--- config.mk ---
export PLATFORM = sky130hd
export DESIGN_NAME = masked_rnd_gen
export DESIGN_NICKNAME = d
export VERILOG_FILES = /design/src/rtl/masked_rnd_gen_pkg.sv /design/src/rtl/masked_rnd_gen_xorshift32_step.sv /design/src/rtl/masked_rnd_gen.sv
export SDC_FILE = /design/constraint.sdc
export NUM_CORES = 1
export LEC_CHECK = 0
export ABC_CLOCK_PERIOD_IN_PS = 2900
export CAP_MARGIN = 10
export CORE_ASPECT_RATIO = 0.7
export CORE_MARGIN = 2
export CORE_UTILIZATION = 50
export CTS_CLUSTER_DIAMETER = 60
export DETAILED_ROUTE_END_ITERATION = 7
export PLACE_DENSITY_LB_ADDON = 0.08
export RECOVER_POWER = 100
export SYNTH_ARGS = -nofsm -noshare
export SYNTH_HDL_FRONTEND = slang
export SYNTH_SLANG_ARGS = --single-unit
--- constraint.sdc ---
create_clock -name clk -period 2.9 [get_ports clk]
set_input_delay 0.725 -clock clk [delete_from_list [all_inputs] [get_ports clk]]
set_output_delay 0.725 -clock clk [all_outputs]
set_load 0.005 [all_outputs]
--- src/rtl/masked_rnd_gen_pkg.sv ---
// Shared definitions for the masked randomness source and the masked AND
// gadget wrappers that consume it: share/lane geometry helpers, the zero-seed
// replacement constant and the generator FSM state type.
package masked_rnd_gen_pkg;

    // Substituted for an all-zero seed word (XORed with the word index) so
    // that no xorshift32 state ever starts at its fixed point.
    localparam logic [31:0] ZERO_SEED = 32'h9E3779B9;

    typedef enum logic {
        ST_LOAD = 1'b0,
        ST_RUN  = 1'b1
    } rnd_state_e;

    // Fresh random bits one D-share masked AND gadget consumes per use.
    function automatic int nrnd_f(input int d);
        return d * (d - 1) / 2;
    endfunction

    // Total randomness width for LANES gadgets fed in parallel.
    function automatic int rnd_w_f(input int d, input int lanes);
        return lanes * nrnd_f(d);
    endfunction

    // Number of 32-bit xorshift words needed to cover rnd_w bits.
    function automatic int k_f(input int rnd_w);
        return (rnd_w + 31) / 32;
    endfunction

    // Counter width able to index n items, never narrower than one bit.
    function automatic int cnt_w_f(input int n);
        return (n > 1) ? $clog2(n) : 1;
    endfunction

endpackage

--- src/rtl/masked_rnd_gen_xorshift32_step.sv ---
// One combinational xorshift32 update (13/17/5 shift triple).
module xorshift32_step (
    input  logic [31:0] x,
    output logic [31:0] y
);

    logic [31:0] t_a;
    logic [31:0] t_b;

    assign t_a = x ^ (x << 13);
    assign t_b = t_a ^ (t_a >> 17);
    assign y   = t_b ^ (t_b << 5);

endmodule

--- src/rtl/masked_rnd_gen.sv ---
// Randomness source for LANES masked AND gadgets with D shares. K parallel
// xorshift32 generators are seeded word by word in LOAD, then stepped once per
// consumed output in RUN. A reseed is forced after PERIOD consumed outputs
// (PERIOD = 0 disables this) or on reseed_req. All outputs come straight from
// registers so the consumer sees no combinational input-to-output path.
module masked_rnd_gen
    import masked_rnd_gen_pkg::*;
#(
    parameter int D      = 2,
    parameter int LANES  = 4,
    parameter int PERIOD = 1024
) (
    input  logic                             clk,
    input  logic                             rst_n,
    input  logic [31:0]                      seed_in,
    input  logic                             seed_valid,
    output logic                             seed_ready,
    input  logic                             reseed_req,
    output logic [rnd_w_f(D, LANES)-1:0]     rnd,
    output logic                             rnd_valid,
    input  logic                             rnd_ready,
    output logic                             need_seed
);

    localparam int NRND   = nrnd_f(D);
    localparam int RND_W  = rnd_w_f(D, LANES);
    localparam int K      = k_f(RND_W);
    localparam int WCNT_W = cnt_w_f(K);

    localparam bit                HAS_PERIOD  = (PERIOD != 0);
    localparam logic [31:0]       PERIOD_LAST = HAS_PERIOD ? 32'(PERIOD - 1) : 32'd0;
    localparam logic [WCNT_W-1:0] WCNT_LAST   = WCNT_W'(K - 1);

    rnd_state_e        state_q;
    logic [WCNT_W-1:0] wcnt_q;
    logic [31:0]       use_cnt_q;
    logic              seed_ready_q;
    logic              rnd_valid_q;
    logic              need_seed_q;

    logic [31:0]       s_q   [K];
    logic [31:0]       s_nxt [K];

    logic              seed_acc;
    logic              step;
    logic              last_word;
    logic              period_hit;
    logic [31:0]       seed_word;

    // A seed word lands only in LOAD and only when no restart is requested;
    // a restart in the same cycle wins and the word is dropped.
    assign seed_acc   = (state_q == ST_LOAD) && seed_ready_q && seed_valid && !reseed_req;
    // reseed_req beats a simultaneous consume: no step, no count.
    assign step       = (state_q == ST_RUN) && rnd_valid_q && rnd_ready && !reseed_req;
    assign last_word  = (wcnt_q == WCNT_LAST);
    assign period_hit = HAS_PERIOD && (use_cnt_q == PERIOD_LAST);
    assign seed_word  = (seed_in == 32'd0) ? (ZERO_SEED ^ 32'(wcnt_q)) : seed_in;

    // One single-step update per state word, used only on a consume.
    for (genvar i = 0; i < K; i++) begin : g_step
        xorshift32_step u_step (
            .x (s_q[i]),
            .y (s_nxt[i])
        );
    end

    // rnd is the low RND_W bits of {S[K-1],...,S[0]}; the top word may be partial.
    for (genvar i = 0; i < K; i++) begin : g_rnd
        if ((i + 1) * 32 <= RND_W) begin : g_full
            assign rnd[i*32 +: 32] = s_q[i];
        end else begin : g_part
            assign rnd[RND_W-1:i*32] = s_q[i][RND_W-1-i*32:0];
        end
    end

    assign seed_ready = seed_ready_q;
    assign rnd_valid  = rnd_valid_q;
    assign need_seed  = need_seed_q;

    // Generator state words: loaded one per accepted seed, stepped per consume.
    always_ff @(posedge clk or negedge rst_n) begin
        if (!rst_n) begin
            for (int i = 0; i < K; i++) begin
                s_q[i] <= '0;
            end
        end else if (seed_acc) begin
            for (int i = 0; i < K; i++) begin
                if (wcnt_q == WCNT_W'(i)) begin
                    s_q[i] <= seed_word;
                end
            end
        end else if (step) begin
            for (int i = 0; i < K; i++) begin
                s_q[i] <= s_nxt[i];
            end
        end
    end

    // LOAD/RUN sequencing with seed word index, usage count and registered flags.
    always_ff @(posedge clk or negedge rst_n) begin
        if (!rst_n) begin
            state_q      <= ST_LOAD;
            wcnt_q       <= '0;
            use_cnt_q    <= '0;
            seed_ready_q <= 1'b1;
            rnd_valid_q  <= 1'b0;
            need_seed_q  <= 1'b1;
        end else begin
            case (state_q)
                ST_LOAD: begin
                    if (reseed_req) begin
                        wcnt_q <= '0;
                    end else if (seed_acc) begin
                        if (last_word) begin
                            state_q      <= ST_RUN;
                            wcnt_q       <= '0;
                            use_cnt_q    <= '0;
                            seed_ready_q <= 1'b0;
                            rnd_valid_q  <= 1'b1;
                            need_seed_q  <= 1'b0;
                        end else begin
                            wcnt_q <= wcnt_q + 1'b1;
                        end
                    end
                end
                ST_RUN: begin
                    if (reseed_req || (step && period_hit)) begin
                        state_q      <= ST_LOAD;
                        wcnt_q       <= '0;
                        seed_ready_q <= 1'b1;
                        rnd_valid_q  <= 1'b0;
                        need_seed_q  <= 1'b1;
                    end
                    if (step) begin
                        use_cnt_q <= use_cnt_q + 32'd1;
                    end
                end
                default: begin
                    state_q      <= ST_LOAD;
                    wcnt_q       <= '0;
                    seed_ready_q <= 1'b1;
                    rnd_valid_q  <= 1'b0;
                    need_seed_q  <= 1'b1;
                end
            endcase
        end
    end

endmodule

---- Word-level counts from Yosys, hierarchy flattened ----
Cells that the tools add are included.
operators by class
  bitwise operators ....................... 5
  reductions and logical operators ........ 15
  muxes and demuxes ....................... 28
  equality and inequality tests ........... 8
  $add $sub $neg .......................... 2
operator list
  cell                   number
  $mux 32                8
  $pmux 32 s2            1
  $xor 32x32->32         2
  $add 32x1->32 const B  1
  $eq 32x10->1 const B   1
  $logic_not 32->1       1
  $xor 32x15->32         1
  $not 1->20             1
  $mux 1                 15
  $ne 2x2->1 const B     4
  $pmux 1 s2             4
  $reduce_and 4->1       2
  $logic_and 1x1->1      7
  $ne 2x1->1 const B     2
  $reduce_and 2->1       2
  $ne 3x3->1 const B     1
  $reduce_bool 2->1      1
  $add 1x1->1 const B    1
  $logic_not 1->1        1
  $logic_or 1x1->1       1
  $not 1->1              1
word-level totals
  word-level logic and storage cells ...... 64
  register bits ........................... 68

---- Logic depth before layout (Yosys ltp) ----
  depth after elaboration ................. 7
  depth in mapped cells ................... 8
  mapped depth without buffers ............ 5

---- Hierarchy ----
Synthesis repeated with hierarchy kept, for this count alone.
unflattened totals
  cells, all modules ...................... 454
  area total of the unflattened synthesis .. 4,420.5 um^2
modules (own cells, without submodules)
  module           cells an instance  seq. area each (um^2)  instances  area each (um^2)
  masked_rnd_gen   396                1,677.9                1          3,651.0
  xorshift32_step  58                 0.0                    1          769.5

---- Least setup slack after synthesis ----
Ideal clock, no wire load.
  kind .................................... in2reg
  start point ............................. in reseed_req
  end point ............................... reg use_cnt_q[24]
  stages .................................. 6
  library setup time ...................... 78 ps
  required time ........................... 2,822 ps
  setup slack ............................. 855 ps
  path buffers ............................ 1
  arrival time ............................ 1,967 ps
  path through ............................ and2b_1 and3_1 buf_6 nand3_4 or4_1 a21oi_1
between the ends
  word-level cells in the longest chain between the ends .. 4
  elaborated cells between the ends (all ways) .. 7
  classes of those cells .................. eq/ne (3); reduce/logical (4)
RTL lines
  item                                                line                                        RTL
  start: declaration                                  masked_rnd_gen.sv:18                        input logic reseed_req,
  $logic_not 1->1                                     masked_rnd_gen.sv:52, masked_rnd_gen.sv:54
  $logic_and 1x1->1, on equally long branches         masked_rnd_gen.sv:54, masked_rnd_gen.sv:52
  $ne 2x1->1 (no line) or $ne 2x2->1 (tied branches)  -
  $reduce_and 4->1 (no line) (*)                      -
  end signal: assignment                              masked_rnd_gen.sv:135                       use_cnt_q <= use_cnt_q + 32'd1;
  end: declaration                                    masked_rnd_gen.sv:36                        logic [31:0] use_cnt_q;
Every way passes the cells marked *; elsewhere a longest branch is shown, timed or not.
A chain may end at the register's enable or synchronous reset.

---- Worst setup path in the final report ----
  start point ............................. in seed_valid
  end point ............................... reg use_cnt_q[24]
between the ends
  word-level cells in the longest chain between the ends .. 4
RTL lines
  item                             line                  RTL
  start: declaration               masked_rnd_gen.sv:16  input logic seed_valid,
  $logic_and 1x1->1 (2 in series)  masked_rnd_gen.sv:52  assign seed_acc = (state_q == ST_LOAD) && seed_ready_q && seed_valid && !reseed_req;
  $ne 2x2->1 (no line)             -
  $reduce_and 4->1 (no line)       -
Every way passes these cells.

==> summary.md <==
| Metric | Value |
|---|---|
| Status | `finished, violations left` |
| Violated checks | `capacitance limit, slew limit` |
| Final max-slew violation count | `68` |
| Min cycle time layout | `2580 ps` |
| Syn. warnings | `0` |
| Initial DRT Pass Iterations | `5` |
| Critical path arrival | `2840 ps` |
| Layout cells sized above 1 | `0.0581` |
| Max Cap Violations | `1` |
| Syn Nets | `477` |
| Area Overhead vs Synth | `18.8%` |
| Antenna Cells | `0` |
| Final setup fails | `0` |
| RR Startpoint | `need_seed` |
| Die width | `112 µm` |
| Clock root buffer | `clkbuf_16` |
| Critical path, cell by cell | `dlygate4sd3_1, and3b_1, o2111a_1, nand3_4, or4_1, a21oi_1` |
| Skew final | `3.11 ps` |
| Endpoints failing hold | `0` |
| Post-DP Area | `0.00460 mm²` |
| Footprint of the multi-input gates | `0.00223 mm²` |
| Cells after Synth | `439` |
| Delay of the slowest cell on the worst path | `580 ps` |
| Setup_tns | `0 ps` |
| WL per Instance | `17.1 µm` |
| Util after Layout | `0.613` |
| Worst ir drop on vdd | `0.301 mV` |
| DRC | `0` |
| Switching Fraction | `0.211` |
| Relative slew slack | `-0.124` |
| TritonCTS Buffers | `9` |
| Syn avg cell area | `9.29 µm²` |
| RSZ-0062 raised after global routing | `false` |
| Synth unique cells | `48` |
| Post-synth top area share | `0.405` |
| Num rows | `27` |
| Antenna violations before repair | `0` |
| Total Power | `2.05 mW` |
| Top post-synthesis cells by area | `dfrtp_1 (40%), xor2_1 (11%), xnor2_1 (8.4%)` |
| Syn Std Cell Area | `0.00408 mm²` |
| Critical Path Fanout Max | `14` |
| Largest net degree at the start of global routing | `68` |
| Setup WS pre-CTS | `147 ps` |
| Longest Clk Path Bufs | `2` |
| Worst slew pin tran | `1690 ps` |
| Clock share of power | `0.504` |
| Overall Global Routing Usage | `0.244` |
| Most common cell in the netlist | `dfrtp_1` |
| Routed WL | `9990 µm` |
| First-pass GRT wire length | `16700 µm` |
| Final HPWL DP | `7130 µm` |
| Effective utilization at floorplan | `0.516` |
| Postcts setup bufs | `0` |
| Reg area | `0.00168 mm²` |
| Setup CP Type | `input pin to flip-flop` |
| Sequential element share of the synthesized area | `0.411` |
| Die Footprint | `0.00891 mm²` |
| Biggest area consumer among synthesized cells | `dfrtp_1` |
| Clock sink count | `67` |
| Synth Register Bits | `67` |
| EDFF count, synth | `0` |
| Most frequent cells after synthesis | `dfrtp_1 (66), nor2_1 (65), xor2_1 (50), xnor2_1 (39), nand2_1 (38)` |
| Fill cells | `702` |
| Max Clock Freq | `388 MHz` |
| Sw Pwr | `0.433 mW` |
| Hold crit path type | `flip-flop to flip-flop` |
| Worst path required time | `3160 ps` |
| CP max-delay cell | `dlygate4sd3_1` |
| Synth async-reset ratio | `1.00` |
| Post-route ant nets | `0` |
| Clk_lat worst skew | `330 ps` |
| DR iter-0 viols | `272` |
| Comb power frac | `0.041` |
| CTS tree | `yes` |
| Worst Setup SP | `seed_valid` |
| Critical Path Source Type | `input pin` |
| Via count | `3290` |
| Final Cell Area | `0.00485 mm²` |
| GP Congestion | `0.918` |
| Sequential power share | `0.456` |
| Htree depth | `3` |
| Placeable core area | `0.00791 mm²` |
| Congestion Overflow GR | `0` |
| Internal power | `1.62 mW` |
| Hold Buf Count CTS | `0` |
| Die Y | `79.6 µm` |
| Main synth FF type | `dfrtp_1` |
| Io pins | `44` |
| Setup WS post-layout | `320 ps` |
| Clk slew on worst S/H paths | `50 ps` |
| Period Utilization, post-route | `0.890` |
| Number of global-route vias before repair | `3102` |
| Via-to-Cell Ratio | `5.64` |
| Hold path startpoint | `use_cnt_q[1]` |
| Port bufs | `43` |
| CP Capture Type | `flip-flop` |
| CTS resizes | `0` |
| Power Density | `424 mW/mm²` |
| P_leak | `2.22 nW` |
| Nets | `516` |
==> cells in the final DEF, fill, tap and decap left out, types with 14 or more instances in the layout <==
| master | count |
|---|---|
| nor4_1 | 14 |
| xor2_1 | 50 |
| xnor2_1 | 39 |
| dfrtp_1 | 66 |
| nand4_1 | 22 |
| nor2_1 | 65 |
| clkdlybuf4s50_1 | 33 |
| nand2_1 | 38 |
| o21ai_0 | 15 |
| a21oi_1 | 20 |
==> stage by stage <==
step                      cells  hold WS [ps]
after global placement      568           496
after floorplan             439           429
after global routing        583           524
final                       583           506
after CTS                   583           419
after detailed placement    568           499
==> power by group through the flow <==
stage	Clock [mW]	Combinational, mW	Sequential (mW)
final	1.03	0.0833	0.936
after global routing	1.10	0.0906	0.935
after CTS	1.05	0.0879	0.935
after detailed placement	0	0.0878	0.952
after global placement	0	0.0886	0.952
after floorplan	0	0.00420	0.952
==> critical path: cells and delay by family <==
family	cells	cell delay, ps
and+or+nand+nor	3	860
AOI/OAI and AO/OA	2	660
buffers and inverters	1	580
==> per-layer routing <==
layer | wire length (µm) | vias up | share of wire | global-route usage
met5 | 0 | - | 0 | 0
met4 | 97 | 0 | 0.0097 | 0.0622
met3 | 534 | 12 | 0.053 | 0.0638
met2 | 4020 | 69 | 0.40 | 0.324
met1 | 5330 | 1608 | 0.53 | 0.386
li1 | - | 1601 | - | -
==> kinds of logic (layout without fill, tap and decap cells) <==
kind of cell | Yosys count | after routing | share of synthesized area
xor gates and xnor gates | 96 | 96 | 0.230
muxes | 2 | 2 | 0.00491
buffers and inverters | 33 | 76 | 0.0402
DFF | 67 | 67 | 0.411
AOI/OAI and AO/OA | 58 | 58 | 0.0896
adders and majority gates | 1 | 1 | 0.00307
and+or+nand+nor | 182 | 182 | 0.221
==> sequential cells by signal, indices dropped and copies added, names as in the netlist <==
name and cells:
need_seed 1, rnd_valid 1, s_q 32, state_q 1
use_cnt_q 32
==> path summary, 6_finish.rpt <==
path / slack [ps] / end / depth (start not counted)
setup / recovery: 320 / use_cnt_q[24] / 6
hold / removal: 510 / use_cnt_q[1] / 2
setup reg to reg: 690 / use_cnt_q[24] / 5
hold reg to reg: 510 / use_cnt_q[1] / 2
max in group asynchronous: 970 / use_cnt_q[31] / 2
min in group asynchronous: 910 / s_q[1] / 2
==> cell type report <==
class	count	area share
timing repair buffer	55	0.105
clock buffer	13	0.0558
tap	101	0.0261
inverter	6	0.00465
clock inverter	2	0.00207
sequential	67	0.346
multi-input combinational	339	0.460
No activity file was read; power rests on OpenSTA's default activity.
